$ cat src/rtl/vend_pkg.sv
// Shared types and constants for the change dispenser: FSM states, hopper
// select codes and the coin values in Rs.5 units.
package vend_pkg;

  typedef enum logic [2:0] {
    ST_IDLE,
    ST_PICK,
    ST_PULSE,
    ST_WAIT_ACK,
    ST_DONE
  } vend_state_t;

  localparam logic SEL_RS5  = 1'b0;
  localparam logic SEL_RS10 = 1'b1;

  localparam int AMT_W = 3;
  localparam logic [AMT_W-1:0] UNITS_RS5  = 3'd1;
  localparam logic [AMT_W-1:0] UNITS_RS10 = 3'd2;

  function automatic logic [AMT_W-1:0] coin_units(input logic sel);
    return (sel == SEL_RS10) ? UNITS_RS10 : UNITS_RS5;
  endfunction

endpackage

$ cat src/rtl/vend_coin_counter.sv
// Per-hopper inventory: loads INIT on reset, adds refills with saturation and
// takes one coin off on a dispense; both may land in the same cycle.
module vend_coin_counter #(
  parameter int               CNT_W = 4,
  parameter logic [CNT_W-1:0] INIT  = '0
) (
  input  logic             clk,
  input  logic             rst,
  input  logic             refill,
  input  logic [CNT_W-1:0] refill_cnt,
  input  logic             dec,
  output logic [CNT_W-1:0] cnt
);

  localparam logic [CNT_W:0] MAX = {1'b0, {CNT_W{1'b1}}};

  logic [CNT_W:0] sum;

  // One spare bit holds the refill overflow; dec only follows a nonzero count
  always_comb begin
    sum = {1'b0, cnt} + (refill ? {1'b0, refill_cnt} : '0);
    if (dec) sum = sum - {{CNT_W{1'b0}}, 1'b1};
  end

  always_ff @(posedge clk or negedge rst) begin
    if (!rst)               cnt <= INIT;
    else if (refill || dec) cnt <= (sum > MAX) ? MAX[CNT_W-1:0] : sum[CNT_W-1:0];
  end

endmodule

$ cat src/rtl/vend_change_ctrl.sv
// Change dispenser: greedy Rs.10/Rs.5 payout over a pulse/ack hopper handshake.
// Define VEND_CHG_JAM_TIMEOUT_EN to abort a dispense after TIMEOUT ack-less cycles.
module vend_change_ctrl
  import vend_pkg::*;
#(
  parameter int CNT_W   = 4,
  parameter int INIT10  = 8,
  parameter int INIT5   = 8,
  parameter int TIMEOUT = 15
) (
  input  logic             clk,
  input  logic             rst,
  input  logic             req_valid,
  input  logic [2:0]       req_amt,
  output logic             req_ready,
  output logic             disp_pulse,
  output logic             disp_sel,
  input  logic             disp_ack,
  input  logic             refill_valid,
  input  logic             refill_sel,
  input  logic [CNT_W-1:0] refill_cnt,
  output logic             done,
  output logic [2:0]       short_amt,
  output logic             err_short,
  output logic             err_jam,
  output logic [CNT_W-1:0] cnt10,
  output logic [CNT_W-1:0] cnt5
);

  vend_state_t      state, state_n;
  logic [AMT_W-1:0] rem, rem_n;
  logic             sel, sel_n;
  logic             jam_n, timed_out, ack_ok;
  logic             esh_q;

  assign ack_ok = (state == ST_WAIT_ACK) && disp_ack;

  vend_coin_counter #(.CNT_W(CNT_W), .INIT(CNT_W'(INIT10))) u_cnt10 (
    .clk(clk), .rst(rst),
    .refill(refill_valid && (refill_sel == SEL_RS10)), .refill_cnt(refill_cnt),
    .dec(ack_ok && (sel == SEL_RS10)), .cnt(cnt10)
  );

  vend_coin_counter #(.CNT_W(CNT_W), .INIT(CNT_W'(INIT5))) u_cnt5 (
    .clk(clk), .rst(rst),
    .refill(refill_valid && (refill_sel == SEL_RS5)), .refill_cnt(refill_cnt),
    .dec(ack_ok && (sel == SEL_RS5)), .cnt(cnt5)
  );

`ifdef VEND_CHG_JAM_TIMEOUT_EN
  localparam int TMR_W = $clog2(TIMEOUT + 1);
  logic [TMR_W-1:0] tmr;
  logic             ejam_q;

  assign timed_out = (tmr == TMR_W'(TIMEOUT - 1));

  always_ff @(posedge clk or negedge rst) begin
    if (!rst)                                  tmr <= '0;
    else if (state == ST_PULSE)                tmr <= '0;
    else if (state == ST_WAIT_ACK && !disp_ack) tmr <= tmr + TMR_W'(1);
  end

  always_ff @(posedge clk or negedge rst) begin
    if (!rst)                                       ejam_q <= 1'b0;
    else if (state_n == ST_DONE && state != ST_DONE) ejam_q <= jam_n;
  end

  assign err_jam = done & ejam_q;
`else
  assign timed_out = 1'b0;
  assign err_jam   = 1'b0;
`endif

  always_comb begin
    state_n = state;
    rem_n   = rem;
    sel_n   = sel;
    jam_n   = 1'b0;
    case (state)
      ST_IDLE: if (req_valid) begin
        rem_n   = req_amt;
        state_n = (req_amt == '0) ? ST_DONE : ST_PICK;
      end
      ST_PICK: begin
        if (rem >= UNITS_RS10 && cnt10 != '0) begin
          sel_n   = SEL_RS10;
          state_n = ST_PULSE;
        end else if (cnt5 != '0) begin
          sel_n   = SEL_RS5;
          state_n = ST_PULSE;
        end else begin
          state_n = ST_DONE;
        end
      end
      ST_PULSE: state_n = ST_WAIT_ACK;
      ST_WAIT_ACK: begin
        if (disp_ack) begin
          rem_n   = rem - coin_units(sel);
          state_n = (rem_n == '0) ? ST_DONE : ST_PICK;
        end else if (timed_out) begin
          jam_n   = 1'b1;
          state_n = ST_DONE;
        end
      end
      ST_DONE: state_n = ST_IDLE;
      default: state_n = ST_IDLE;
    endcase
  end

  always_ff @(posedge clk or negedge rst) begin
    if (!rst) begin
      state <= ST_IDLE;
      rem   <= '0;
      sel   <= SEL_RS5;
    end else begin
      state <= state_n;
      rem   <= rem_n;
      sel   <= sel_n;
    end
  end

  // Result is captured on entry to DONE so it lines up with the done pulse
  always_ff @(posedge clk or negedge rst) begin
    if (!rst) begin
      short_amt <= '0;
      esh_q     <= 1'b0;
    end else if (state_n == ST_DONE && state != ST_DONE) begin
      short_amt <= rem_n;
      esh_q     <= (rem_n != '0) && !jam_n;
    end
  end

  assign req_ready  = (state == ST_IDLE);
  assign disp_pulse = (state == ST_PULSE);
  assign disp_sel   = sel;
  assign done       = (state == ST_DONE);
  assign err_short  = done & esh_q;

endmodule

$ cat config.mk
export PLATFORM = sky130hd
export DESIGN_NAME = vend_change_ctrl
export DESIGN_NICKNAME = d
export VERILOG_FILES = /design/src/rtl/vend_pkg.sv /design/src/rtl/vend_coin_counter.sv /design/src/rtl/vend_change_ctrl.sv
export SDC_FILE = /design/constraint.sdc
export NUM_CORES = 1
export LEC_CHECK = 0
export BUFFER_PORTS_ARGS = -buffer_cell sky130_fd_sc_hd__buf_2
export CAP_MARGIN = 20
export CORE_ASPECT_RATIO = 1.4
export CORE_UTILIZATION = 50
export CTS_CLUSTER_SIZE = 25
export DETAILED_ROUTE_END_ITERATION = 16
export PLACE_DENSITY_LB_ADDON = 0.1
export SLEW_MARGIN = 20
export SYNTH_ARGS = -nofsm -noshare
export SYNTH_HDL_FRONTEND = slang
export SYNTH_SLANG_ARGS = --single-unit
$ cat constraint.sdc
create_clock -name clk -period 2.05 [get_ports clk]
set_input_delay 0.3075 -clock clk [delete_from_list [all_inputs] [get_ports clk]]
set_output_delay 0.3075 -clock clk [all_outputs]
set_load 0.005 [all_outputs]
==> results of run 1 <==
[registers in the layout, summed over array words and instances, names as in the netlist]
| name | count |
|---|---|
| esh_q | 1 |
| rem | 3 |
| disp_sel | 1 |
| state | 3 |
| u_cnt10.cnt | 4 |
| u_cnt5.cnt | 4 |
| short_amt | 3 |
[kinds of logic after synthesis]
kind of cell	Yosys count	share of synthesized area
flops	19	0.298
xor+xnor	9	0.0491
simple gates	65	0.236
fa+ha+maj	14	0.123
compound gates	42	0.178
buf+inv	16	0.0515
other cells	1	0.00234
mux	9	0.0624
[cell usage after synthesis (3+ instances only)]
master	number	area, µm²
ha_1	11	138
dfrtp_1	17	425
mux2i_1	4	40.0
nand3_1	6	30.0
and2_1	6	37.5
nor2b_1	3	18.8
inv_1	10	37.5
o21ai_0	7	35.0
a21oi_1	11	55.1
mux2_2	4	45.0
and3_1	6	37.5
fa_1	3	60.1
xnor2_1	7	61.3
nor2_1	7	26.3
a21o_1	3	22.5
nor4_1	3	18.8
a2bb2oi_1	3	26.3
a31oi_1	3	18.8
nand2_1	15	56.3
nor3_1	4	20.0
[metal layers]
layer,vias up,share of wire
met5,-,0
met4,0,0.026
met3,12,0.030
met2,44,0.55
met1,745,0.40
li1,751,-
[worst register-to-register path: cells and delay by family, from the launching register on]
family | cells | cell delay, ps
AOI/OAI and AO/OA | 2 | 480
xor gates and xnor gates | 1 | 180
and+or+nand+nor | 1 | 210
buffers and inverters | 2 | 150
adders and majority gates | 3 | 800
DFF | 1 | 440
[cell usage in the layout (no fill, tap or decap), types with 3 or more instances in the layout]
cell type and count:
a2bb2oi_1 3, mux2_4 5, dfrtp_1 16, nand3_1 6
o21ai_0 5, ha_1 6, a21o_1 3, mux2i_1 4
buf_2 27, inv_2 5, inv_1 5, buf_4 30
a21oi_1 9, nor3_1 4, and3_1 5, buf_6 3
and2_1 5, nand2_1 13, xnor2_1 4, clkbuf_8 3
ha_4 4, a31oi_1 3, nor2_1 7
[through the flow]
stage | cell area, µm² | TNS, ps | cells
6_report | 2240 | -962 | 273
5_1_grt | 2240 | -1640 | 273
4_1_cts | 2150 | -760 | 269
3_5_place_dp | 2030 | -2370 | 259
3_3_place_gp | 2030 | -1720 | 259
2_1_floorplan | 1730 | -846 | 175
[power groups by stage]
stage,Sequential (mW),Combinational (mW),Clock (mW)
floorplan,0.731,1.30,0
CTS,0.800,1.97,0.269
global placement,0.788,1.83,0
detailed placement,0.796,1.90,0
global route,0.834,2.33,0.286
finish,0.805,2.11,0.267
[what timing repair did]
item / 4_1_cts / 5_1_grt
setup endpoints to repair: 7 / 13
hold buffers: 1 / 0
buffers inserted: 5 / 4
hold endpoints to repair: 17 / 0
pin swaps: 3 / 13
resized for setup: 7 / 12
[cell type report]
class,count,share of cell area
timing repair buffer,61,0.181
clock inverter,1,0.00224
sequential,19,0.214
inverter,10,0.0168
multi-input combinational,140,0.546
tap,39,0.0218
clock buffer,3,0.0185
[path summary, 6_finish.rpt]
check / from / endpoint / slack (ps)
hold / removal: req_amt[0] / rem[0] / 360
hold reg to reg: short_amt[0] / short_amt[0] / 510
min in group asynchronous: rst / short_amt[2] / 510
setup reg to reg: u_cnt10.cnt[0] / u_cnt10.cnt[3] / -300
max in group asynchronous: rst / u_cnt5.cnt[3] / 1210
setup / recovery: u_cnt10.cnt[0] / u_cnt10.cnt[3] / -300
==> flow_metrics.env, run 1 <==
export IMPL_outcome="finished with violations"
export IMPL_violations="negative setup slack"
export IMPL_synth_edf_count=0
export IMPL_finalCriticalPeriod_ps=2350
export IMPL_busiest_layer="met2"
export IMPL_path_buf_inv=2
export IMPL_cp_max_fo=3
export IMPL_finalPower_mw=3.18
export IMPL_grt_pass1_wl_mm=7.00
export IMPL_ys_seq_area_frac=0.298
export IMPL_layout_drive_gt1_share=0.444
export IMPL_cts_root_buf="clkbuf_8"
export IMPL_slowest_delay_ps=460
export IMPL_via_count=1552
export IMPL_dieHeight_um=69.0
export IMPL_pwr_share_clk=0.084
export IMPL_grt_pass1_vias=1627
export IMPL_hold_viol=0
export IMPL_critPathKind="reg2reg"
export IMPL_dp_slack_ps=-439
export IMPL_met2_usage=0.486
export IMPL_leakagePower_nw=1.04
export IMPL_grt_max_degree=20
export IMPL_synth_area_per_cell_um2=9.17
export IMPL_r2r_worst_path_cells=9
export IMPL_grt_overflow=0
export IMPL_crit_family="adder cells"
export IMPL_cpMaxStageDelayCell="fa_1"
export IMPL_core_area_um2=3090
export IMPL_cp_num_cells=9
export IMPL_pin_count=30
export IMPL_fmax_ghz=0.425
export IMPL_clkSinkCount=19
export IMPL_finish_utilization=0.723
export IMPL_nets=262
export IMPL_p_sw_mw=1.34
export IMPL_clock_path_buffers=2
export IMPL_holdPathStages=3
export IMPL_seqPwrFrac=0.253
export IMPL_syn_inst=175
export IMPL_seq_area_um2=479
export IMPL_drv_cap=0
export IMPL_combPwrFrac=0.663
export IMPL_met1_usage=0.288
export IMPL_slew_viol_final=0
export IMPL_drt_pass1_iterations=5
export IMPL_gp_congestion=0.884
export IMPL_clock_latency_ps=260
export IMPL_switching_share=0.422
export IMPL_synth_warning_count=0
export IMPL_setup_viol=7
export IMPL_finalWorstSetupSlack_ps=-301
export IMPL_finalClockSkew_ps=2.59
export IMPL_vias_per_cell=5.68
export IMPL_cts_tree="done"
export IMPL_postRouteAntennaNets=0
export IMPL_use_met3=0.0177
export IMPL_ctsHtreeMaxLevel=1
export IMPL_hold_class="in2reg"
export IMPL_synth_ff_type="dfrtp_1"
export IMPL_fp_dieW_um=49.9
export IMPL_ir_drop_mv=0.838
export IMPL_dp_hpwl_mm=3.17
export IMPL_power_density_nw_per_um2=1420
export IMPL_end_kind="register"
export IMPL_dr_first_iter_drc_count=29
export IMPL_post_drt_wl_per_cell_um=15.1
export IMPL_fin_hold_ws_ps=364
export IMPL_synth_seq_cells=19
export IMPL_multi_input_area_um2=1220
export IMPL_cp_cell_sequence="ha_4 -> fa_1 -> inv_1 -> ha_2 -> inv_2 -> nor4_4 -> o21ai_1 -> xor2_1 -> a221o_1"
export IMPL_rsz0062_at_grt="yes"
export IMPL_insertedDiodeCount=0
export IMPL_antenna_found_initial=0
export IMPL_fillers=244
export IMPL_grtUsageTotal=0.260
export IMPL_port_buffers=28
export IMPL_dieArea_um2=3440
export IMPL_rows=24
export IMPL_period_share=1.15
export IMPL_clk_pin_slew_ps=70
export IMPL_drt_total_wl_mm=4.13
export IMPL_start_util=0.519
export IMPL_synthToLayoutAreaGrowth_pct=39.5
export IMPL_crit_path_start_kind="register"
export IMPL_cp_required_ps=2230
export IMPL_synthArstFlopShare=1.00
export IMPL_p_int_mw=1.84
export IMPL_cp_arrival_ps=2530
export IMPL_ys_types=49
export IMPL_netlist_area_um2=1600
export IMPL_synth_nets=202
export IMPL_drcViolationCount=0
export IMPL_cts_buffers=3
(Power assumes the default switching activity.)
==> run 2: changes to the inputs <==
BUFFER_PORTS_ARGS = unset   (was -buffer_cell sky130_fd_sc_hd__buf_2)
CORE_UTILIZATION = 55   (was 50)
DONT_BUFFER_PORTS = 1   (was unset)
clock period = 2.03 ns   (was 2.05 ns; I/O delays follow)
==> run 2 against run 1 <==
  * The flow still finishes with violations (negative setup slack)
  * Fmax rose by 2.6%
  * Wire length rose by 1.7%
  * Non-clock buffer count fell by 25
  * Combinational power barely moved
  * Register-to-register slack improved by 40 ps
  * Global-route usage rose by 2.2 points
  * Critical endpoint unchanged
  * Highest routed layer unchanged
==> flow_metrics.env, run 2 (synthesis gave the netlist of run 1 again) <==
export IMPL_outcome="finished with violations"
export IMPL_violations="negative setup slack"
export IMPL_grt_pass1_vias=1456
export IMPL_fmax_ghz=0.437
export IMPL_period_share=1.13
export IMPL_cp_cell_sequence="ha_4 -> fa_1 -> inv_2 -> ha_4 -> inv_4 -> nor4_4 -> o21ai_1 -> xor2_1 -> a221o_1"
export IMPL_via_count=1508
export IMPL_fin_hold_ws_ps=167
export IMPL_p_sw_mw=1.37
export IMPL_core_area_um2=2700
export IMPL_dr_first_iter_drc_count=45
export IMPL_rows=22
export IMPL_reg_top3="u_cnt10.cnt x4, u_cnt5.cnt x4"
export IMPL_design_area_um2=2100
export IMPL_slowest_delay_ps=490
export IMPL_postRouteAntennaNets=0
export IMPL_seqPwrFrac=0.258
export IMPL_end_kind="register"
export IMPL_cpMaxStageDelayCell="fa_1"
export IMPL_drt_total_wl_mm=4.20
export IMPL_holdPathStages=3
export IMPL_vias_per_cell=6.16
export IMPL_dieHeight_um=65.9
export IMPL_combPwrFrac=0.679
export IMPL_drv_cap=0
export IMPL_setup_viol=8
export IMPL_critPathKind="reg2reg"
export IMPL_r2r_start="u_cnt10.cnt[0]"
export IMPL_fp_dieW_um=47.6
export IMPL_insertedDiodeCount=0
export IMPL_layout_drive_gt1_share=0.383
export IMPL_finalClockSkew_ps=8.10
export IMPL_final_common_cell="buf_4"
export IMPL_port_buffers=0
export IMPL_r2r_end="u_cnt10.cnt[3]"
export IMPL_antenna_found_initial=0
export IMPL_dp_cells=228
export IMPL_rsz0062_at_grt="yes"
export IMPL_crit_path_start_kind="register"
export IMPL_cp_required_ps=2280
export IMPL_reg2reg_setup_slack_ps=-260
export IMPL_r2r_worst_path_cells=9
export IMPL_leakagePower_nw=0.921
export IMPL_layout_common_cells="buf_4, dfrtp_1, nand2_1"
export IMPL_placed_area_um2=1890
export IMPL_finalWorstSetupSlack_ps=-261
export IMPL_p_int_mw=1.78
export IMPL_grt_max_degree=20
export IMPL_switching_share=0.435
export IMPL_nets=237
export IMPL_finish_utilization=0.778
export IMPL_cp_arrival_ps=2540
export IMPL_slew_viol_final=0
export IMPL_dp_hpwl_mm=3.06
export IMPL_grt_pass1_wl_mm=6.29
export IMPL_finalPower_mw=3.15
export IMPL_hold_class="in2reg"
export IMPL_drcViolationCount=0
export IMPL_ctsHtreeMaxLevel=1
export IMPL_power_density_nw_per_um2=1500
export IMPL_clock_latency_ps=310
export IMPL_drt_pass1_iterations=4
export IMPL_ir_drop_mv=0.900
export IMPL_clkSinkCount=19
export IMPL_crit_top_cell="ha_4"
export IMPL_grtUsageTotal=0.282
export IMPL_cts_root_buf="clkbuf_4"
export IMPL_start_util=0.595
export IMPL_clock_path_buffers=2
export IMPL_gp_congestion=0.885
export IMPL_post_drt_wl_per_cell_um=17.1
export IMPL_grt_overflow=0
export IMPL_pwr_share_clk=0.063
export IMPL_pin_count=30
export IMPL_cp_max_fo=3
export IMPL_instances_no_fill=245
export IMPL_synthToLayoutAreaGrowth_pct=30.8
export IMPL_cts_tree="done"
export IMPL_worst_pin_slew_ps=895
export IMPL_dieArea_um2=3140
export IMPL_clk_pin_slew_ps=110
export IMPL_finalCriticalPeriod_ps=2290
export IMPL_slew_headroom=0.401
export IMPL_hold_path_end="state[1]"
export IMPL_fillers=201
export IMPL_cts_buffers=3
export IMPL_hp_start="disp_ack"
export IMPL_hold_viol=0
## run 2: power by group through the flow
| stage | registers, mW | logic [mW] | clock network, mW |
|---|---|---|---|
| finish | 0.814 | 2.14 | 0.200 |
| global route | 0.834 | 2.30 | 0.218 |
| CTS | 0.808 | 2.03 | 0.198 |
| detailed placement | 0.813 | 1.83 | 0 |
| global placement | 0.805 | 1.74 | 0 |
| floorplan | 0.738 | 1.31 | 0 |
## run 2: metrics by stage
stage	worst slack, ps	TNS [ps]
after floorplan	-268	-1030
after global placement	-202	-982
after detailed placement	-281	-1570
after CTS	-204	-889
after global routing	-297	-1610
final	-261	-1250
## run 2: timing repair
item                                    4_1_cts  5_1_grt
endpoints found under the hold margin        19        0
resized for setup                            11        7
hold buffers                                  1        0
pin swaps                                    12       10
endpoints found under the setup margin        8       12
setup buffers                                13        4
## run 2: critical path, delay by kind of cell (launching register included)
kind	cells	cell delay [ps]
XOR/XNOR	1	180
flip-flops	1	450
adder cells (fa/ha/maj)	3	820
AO/OA/AOI/OAI	2	420
buffers and inverters	2	140
AND/OR/NAND/NOR	1	220
## run 2: cell type report
class	count	area, µm²	area share
multi-input cells	140	1230	0.587
flip-flops and latches	19	478	0.228
repair buffers	36	277	0.132
well taps	36	45.0	0.0215
inverters	10	40.0	0.0191
clock buffers	4	26.3	0.0125
## run 2: worst max path at each step
stage | start | end | slack, ps | cells after the start
after floorplan | refill_valid | u_cnt5.cnt[3] | -270 | 10
after global placement | refill_cnt[0] | u_cnt10.cnt[3] | -200 | 10
after detailed placement | refill_cnt[0] | u_cnt10.cnt[3] | -280 | 10
after CTS | u_cnt10.cnt[0] | u_cnt10.cnt[3] | -200 | 9
after global routing | u_cnt10.cnt[0] | u_cnt10.cnt[3] | -300 | 9
final | u_cnt10.cnt[0] | u_cnt10.cnt[3] | -260 | 9
## run 2: routing by layer
layer,GRT usage,share of wire,vias up
met5,0,0,-
met4,0.0868,0.012,0
met3,0.0328,0.040,8
met2,0.524,0.54,54
met1,0.316,0.41,743
li1,-,-,703
